[src/rtl/ysyx_23060061_ifu_pkg.sv]
// Shared definitions for the instruction fetch unit: FSM state encoding,
// bus response codes, default widths and the reset PC.
package ysyx_23060061_ifu_pkg;

  localparam int unsigned ADDR_W_DEF = 32;
  localparam int unsigned DATA_W_DEF = 32;
  localparam logic [31:0] RESET_PC_DEF = 32'h8000_0000;
  localparam logic [1:0]  RESP_OKAY    = 2'b00;

  typedef enum logic [2:0] {
    S_AR   = 3'd0,
    S_R    = 3'd1,
    S_OUT  = 3'd2,
    S_WAIT = 3'd3,
    S_ERR  = 3'd4
  } ifu_state_t;

  // Instruction addresses must be word aligned.
  function automatic logic is_misaligned(input logic [1:0] lsb);
    return lsb != 2'b00;
  endfunction

endpackage

[src/rtl/ysyx_23060061_Reg.sv]
// Generic enabled register with asynchronous active-high reset.
//  clk, rst  : clock, async reset (loads RESET_VAL)
//  wen, din  : write enable and data
//  dout      : registered value
module ysyx_23060061_Reg #(
  parameter int unsigned       WIDTH     = 1,
  parameter logic [WIDTH-1:0]  RESET_VAL = '0
) (
  input  logic             clk,
  input  logic             rst,
  input  logic             wen,
  input  logic [WIDTH-1:0] din,
  output logic [WIDTH-1:0] dout
);

  always_ff @(posedge clk or posedge rst) begin
    if (rst)      dout <= RESET_VAL;
    else if (wen) dout <= din;
  end

endmodule

[src/rtl/ysyx_23060061_ifu.sv]
// Non-pipelined instruction fetch unit. Holds the PC, fetches one word over
// a read-address/read-data valid/ready bus, presents {pc, inst} to decode,
// then waits for dnpc from execute before the next fetch.
//  araddr/arvalid/arready         : fetch address channel
//  rdata/rresp/rvalid/rready      : fetch data channel
//  inst/pc/inst_valid/inst_ready  : decode-side handshake
//  dnpc/dnpc_valid                : next PC from execute
//  fetch_err                      : sticky bus error / misaligned dnpc
module ysyx_23060061_ifu
  import ysyx_23060061_ifu_pkg::*;
#(
  parameter int unsigned        ADDR_W   = ADDR_W_DEF,
  parameter int unsigned        DATA_W   = DATA_W_DEF,
  parameter logic [ADDR_W-1:0]  RESET_PC = ADDR_W'(RESET_PC_DEF)
) (
  input  logic              clk,
  input  logic              rst,
  output logic [ADDR_W-1:0] araddr,
  output logic              arvalid,
  input  logic              arready,
  input  logic [DATA_W-1:0] rdata,
  input  logic [1:0]        rresp,
  input  logic              rvalid,
  output logic              rready,
  output logic [DATA_W-1:0] inst,
  output logic [ADDR_W-1:0] pc,
  output logic              inst_valid,
  input  logic              inst_ready,
  input  logic [ADDR_W-1:0] dnpc,
  input  logic              dnpc_valid,
  output logic              fetch_err
);

  ifu_state_t state, state_nxt;
  logic       pc_wen;
  logic       inst_wen;
  logic       err_set;

  // Architectural PC; only written when execute hands back dnpc.
  ysyx_23060061_Reg #(
    .WIDTH     (ADDR_W),
    .RESET_VAL (RESET_PC)
  ) u_pc_reg (
    .clk  (clk),
    .rst  (rst),
    .wen  (pc_wen),
    .din  (dnpc),
    .dout (pc)
  );

  // The PC register is stable for the whole S_AR phase, so it is the address.
  assign araddr = pc;

  // State register.
  always_ff @(posedge clk or posedge rst) begin
    if (rst) state <= S_AR;
    else     state <= state_nxt;
  end

  // Instruction latch and sticky error flag.
  always_ff @(posedge clk or posedge rst) begin
    if (rst) begin
      inst      <= '0;
      fetch_err <= 1'b0;
    end else begin
      if (inst_wen) inst <= rdata;
      if (err_set)  fetch_err <= 1'b1;
    end
  end

  // Next-state and handshake decode; handshakes are forced low during reset.
  always_comb begin
    state_nxt  = state;
    arvalid    = 1'b0;
    rready     = 1'b0;
    inst_valid = 1'b0;
    pc_wen     = 1'b0;
    inst_wen   = 1'b0;
    err_set    = 1'b0;
    case (state)
      S_AR: begin
        arvalid = 1'b1;
        if (arready) state_nxt = S_R;
      end
      S_R: begin
        rready = 1'b1;
        if (rvalid) begin
          if (rresp == RESP_OKAY) begin
            inst_wen  = 1'b1;
            state_nxt = S_OUT;
          end else begin
            err_set   = 1'b1;
            state_nxt = S_ERR;
          end
        end
      end
      S_OUT: begin
        inst_valid = 1'b1;
        if (inst_ready) state_nxt = S_WAIT;
      end
      S_WAIT: begin
        // A misaligned dnpc is still recorded in pc so it can be inspected.
        if (dnpc_valid) begin
          pc_wen = 1'b1;
          if (is_misaligned(dnpc[1:0])) begin
            err_set   = 1'b1;
            state_nxt = S_ERR;
          end else begin
            state_nxt = S_AR;
          end
        end
      end
      S_ERR:   state_nxt = S_ERR;
      default: state_nxt = S_AR;
    endcase
    if (rst) begin
      arvalid    = 1'b0;
      rready     = 1'b0;
      inst_valid = 1'b0;
    end
  end

endmodule
[config.mk]
export PLATFORM = sky130hd
export DESIGN_NAME = ysyx_23060061_ifu
export DESIGN_NICKNAME = d
export VERILOG_FILES = /design/src/rtl/ysyx_23060061_ifu_pkg.sv /design/src/rtl/ysyx_23060061_Reg.sv /design/src/rtl/ysyx_23060061_ifu.sv
export SDC_FILE = /design/constraint.sdc
export NUM_CORES = 1
export LEC_CHECK = 0
export CELL_PAD_IN_SITES_DETAIL_PLACEMENT = 1
export CELL_PAD_IN_SITES_GLOBAL_PLACEMENT = 2
export CORE_MARGIN = 3
export CORE_UTILIZATION = 26
export DETAILED_ROUTE_END_ITERATION = 8
export PLACE_DENSITY_LB_ADDON = 0.3
export SYNTH_ARGS = -nofsm -noshare
export SYNTH_HDL_FRONTEND = slang
export SYNTH_SLANG_ARGS = --single-unit
[constraint.sdc]
create_clock -name clk -period 4.9 [get_ports clk]
set_input_delay 0.735 -clock clk [delete_from_list [all_inputs] [get_ports clk]]
set_output_delay 0.735 -clock clk [all_outputs]
set_load 0.02 [all_outputs]
== Word-level counts from Yosys, hierarchy flattened ==
Index checks and enable logic that the tools add are counted.
Storage, ports and cells
  logic and storage cells: 39
  memories kept: 0
  RAM bits: 0
  output and inout port bits: 100
  bits in read-only memories: 0
  input port bits: 72
  latch bits: 0
  register bits after elaboration: 68
Cells by class
  bitwise logic cells: 0
  multiply operators: 0
  $add $sub $neg: 0
  equality and inequality tests: 8
  multiplexer cells: 23
  shift-type cells: 0
  order comparisons: 0
  reductions and logical operators: 4
  divide/modulo/power cells: 0
Operators by type and width (count)
  $mux W3: 6
  $mux W1: 15
  $pmux W3 S5: 1
  $ne A2 B2 Y1 const B: 4
  $eq A3 B2 Y1 const B: 2
  $reduce_and A4 Y1: 1
  $eq A3 B1 Y1 const B: 1
  $eq A3 B3 Y1 const B: 1
  $logic_not A3 Y1: 1
  $logic_not A2 Y1: 1
  $pmux W1 S2: 1
  $reduce_bool A2 Y1: 1

== Depth between registers and ports, before layout ==
  word-level depth: 4
  depth in mapped cells: 5
  mapped depth without buffers: 3

== Modules after synthesis ==
From an unflattened synthesis, not the netlist that was laid out.
Unflattened totals
  cells, all modules: 198
  area, all modules: 3174.3 sq um
Modules (own cells, without submodules)
  ysyx_23060061_ifu: area each 1824.2 sq um, times used 1, cells each 129
  ysyx_23060061_Reg: area each 1350.0 sq um, times used 1, cells each 69

== Worst setup path before layout ==
No wires, ideal clock.
  path type: input-to-output
  start point: in rst
  end point: out inst_valid
  arrival time: 1474 ps
  required time: 4165 ps
  cell stages on the path: 1
  path slack: 2691 ps
  cell sequence: nor4b_1
Between the ends
  word-level cells in the longest chain between the ends: 1
RTL lines
  from (decl): RTL line ysyx_23060061_ifu.sv:17  | input logic rst,
  $mux W1: RTL line ysyx_23060061_ifu.sv:116  | if (rst) begin
  to (decl): RTL line ysyx_23060061_ifu.sv:27  | output logic inst_valid,
Every way passes these cells.

== Final worst setup path ==
Same ends and word-level chain as after synthesis.

==> impl_metrics.ini <==
[status]
status = finished clean

[worst_setup_path]
critPathLaunchType = input pin
r2r_end = inst[18]$_DFFE_PP0P_
crit_top_cell = clkdlybuf4s50_1
cpPeakStageDelay_ns = 0.67
rrSetupSlack_ns = 2.61
cp_max_fo = 4
r2r_start = state[0]$_DFFE_PP0P_
end_kind = output pin
crit_end = inst_valid
arrival_ns = 2.17
cpMaxStageDelayCell = clkdlybuf4s50_1
critical_path_class = input pin to output pin
crit_path_start = rst
reg2regPathDepth = 3
worstPathCellList = clkdlybuf4s50_1, nor4b_1, clkdlybuf4s50_1
cp.required_ns = 4.16

[sta]
fin_crit_ns = 2.91
fmax_mhz = 344
fin_crit_sh_pct = 59.3
hold_viol = 0
final.setup.tns_ns = 0
tightest_slew_ns = 1.16
relSlewSlack_pct = 22.8
skew_ns = 0.00655
setup_viol = 0
slew_violations = 0
rsz0062_at_grt = false

[cts]
cts_max_level = 3
cts.repair.resized = 0
post_cts_buffers = 0
clk_pin_slew_ns = 0.06
clk_path_buf_depth = 2
cts_buffers = 9
clock_sinks = 68
root_buffer = clkbuf_16
tritoncts = done
cts_hold_buf = 0
worstSkewPairLatency_ns = 0.32

[detailed_routing]
wl_per_cell_um = 15.9
routed_wl_um = 7700
drt-pass1-iter-count = 3
via_per_inst = 4.26
first_iter_violations = 43
vias = 2056
antenna_left = 0
drc = 0

[global_routing]
antenna_found_initial = 0
first_global_vias = 2185
track_usage_pct = 12.1
grt_pass1_wl_um = 12000
gr-total-overflow = 0
grt_max_degree = 46

[floorplan]
initial_utilization_pct = 27.2
die_w_um = 114
io_pins = 172
coreArea_um2 = 11100
die_area_um2 = 13000
die_y_um = 114
rows = 38

[final_layout]
layout_common_cells = clkdlybuf4s50_1 (171), dfrtp_1 (67), mux2_2 (34), mux2_4 (30), clkbuf_16 (9)
final_common_cell = clkdlybuf4s50_1
n_antenna_cell = 0
final_area_um2 = 4890
drive_gt1_share_pct = 25.4
fill_cells = 1166
nets = 411
areaGrowthSynthToFinish_pct = 61.4

[pwr]
peakVddDrop_mv = 0.206
p_leak_nw = 2.18
power.density_nw_per_um2 = 594

[worst_hold_path]
hp-class = flop to flop

[synthesis]
synth_warnings = 0
yosysSeqAreaShare_pct = 56.2
ys_ff_latch = 68
avgSynthCellArea_um2 = 15.4
syn_inst = 196
syn_nets = 268
synth_cell_types = 26
synth_area_um2 = 3030

[placement]
place_area_um2 = 4600
gp_congestion = 0.674
dp_hpwl_um = 5730
numPortBuffers = 171

[run]
drv_cap = 0
routing by layer:
metal / vias up / routed length (um) / part of all wire [%] / track usage [%]
li1: 936 / - / - / -
met1: 1024 / 3000 / 39 / 13.7
met2: 87 / 4020 / 52 / 21.2
met3: 9 / 564 / 7.3 / 3.45
met4: 0 / 116 / 1.5 / 4.99
met5: - / 0 / 0 / 0
power by group:
| part | internal (W) | total [W] | switching (W) |
|---|---|---|---|
| clock | 0.000402 | 0.000633 | 0.000232 |
| combinational | 0.000764 | 0.00134 | 0.000575 |
| sequential | 0.000776 | 0.000931 | 0.000155 |
registers in the layout, summed over array words and instances (netlist names):
name           count
fetch_err          1
u_pc_reg.dout     32
inst              32
state              3
cell usage after synthesis (all sizes together):
| master | number | area (um2) |
|---|---|---|
| nor4 | 1 | 6.26 |
| nand4b | 1 | 8.76 |
| mux2 | 64 | 833 |
| nor4bb | 1 | 16.3 |
| dfrtp | 67 | 1680 |
| nor2b | 1 | 6.26 |
| nor2 | 3 | 11.3 |
| inv | 1 | 3.75 |
| clkbuf | 1 | 3.75 |
| a21o | 1 | 7.51 |
| a21oi | 2 | 10.0 |
| o211ai | 1 | 7.51 |
| a211oi | 1 | 7.51 |
| nand2b | 1 | 6.26 |
| nand2 | 1 | 3.75 |
| nor4b | 3 | 26.3 |
| dfstp | 1 | 26.3 |
| or2 | 2 | 12.5 |
| buf | 40 | 332 |
| o2bb2ai | 1 | 8.76 |
| nor3 | 1 | 5.00 |
| a211o | 1 | 8.76 |
metrics by stage:
stage / setup slack, ns / total power (W) / utilization [%] / hold slack (ns) / std cells
after floorplan: 2.46 / 0.00170 / - / 0.521 / 196
after global placement: 1.93 / 0.00228 / 41.3 / 0.455 / 468
after detailed placement: 1.90 / 0.00230 / 41.3 / 0.464 / 468
after CTS: 1.95 / 0.00296 / 43.9 / 0.479 / 483
after global routing: 1.92 / 0.00306 / 43.9 / 0.526 / 483
final: 1.99 / 0.00290 / 43.9 / 0.479 / 483
worst max-delay path, delay by kind of cell:
kind          cells  cell delay [ns]
buf+inv           2             1.14
simple gates      1             0.30
cell families after synthesis:
logic type,Yosys count,synth area share [%]
buffers and inverters,42,11.2
flip-flops,68,56.2
AND/OR/NAND/NOR,15,3.39
AO/OA/AOI/OAI,7,1.65
multiplexers,64,27.5
cell type report:
type                            count  area [um2]  share of cell area, %
Clock buffer                       10         239                   4.89
Clock inverter                      5        52.6                   1.07
Inverter                            1        3.75                 0.0768
Multi-Input combinational cell     86         988                   20.2
Sequential cell                    68        1700                   34.8
Tap cell                          140         175                   3.58
Timing Repair Buffer              173        1730                   35.3
worst min-delay path by stage:
stage / from / end / slack (ns) / cells after the start
floorplan: state[2]$_DFFE_PP0P_ / state[0]$_DFFE_PP0P_ / 0.52 / 1
global placement: fetch_err$_DFFE_PP0P_ / fetch_err$_DFFE_PP0P_ / 0.45 / 1
detailed placement: fetch_err$_DFFE_PP0P_ / fetch_err$_DFFE_PP0P_ / 0.46 / 1
CTS: fetch_err$_DFFE_PP0P_ / fetch_err$_DFFE_PP0P_ / 0.48 / 1
global route: inst[13]$_DFFE_PP0P_ / inst[13]$_DFFE_PP0P_ / 0.53 / 1
finish: fetch_err$_DFFE_PP0P_ / fetch_err$_DFFE_PP0P_ / 0.48 / 1
No activity file was read; power rests on OpenSTA's default activity.
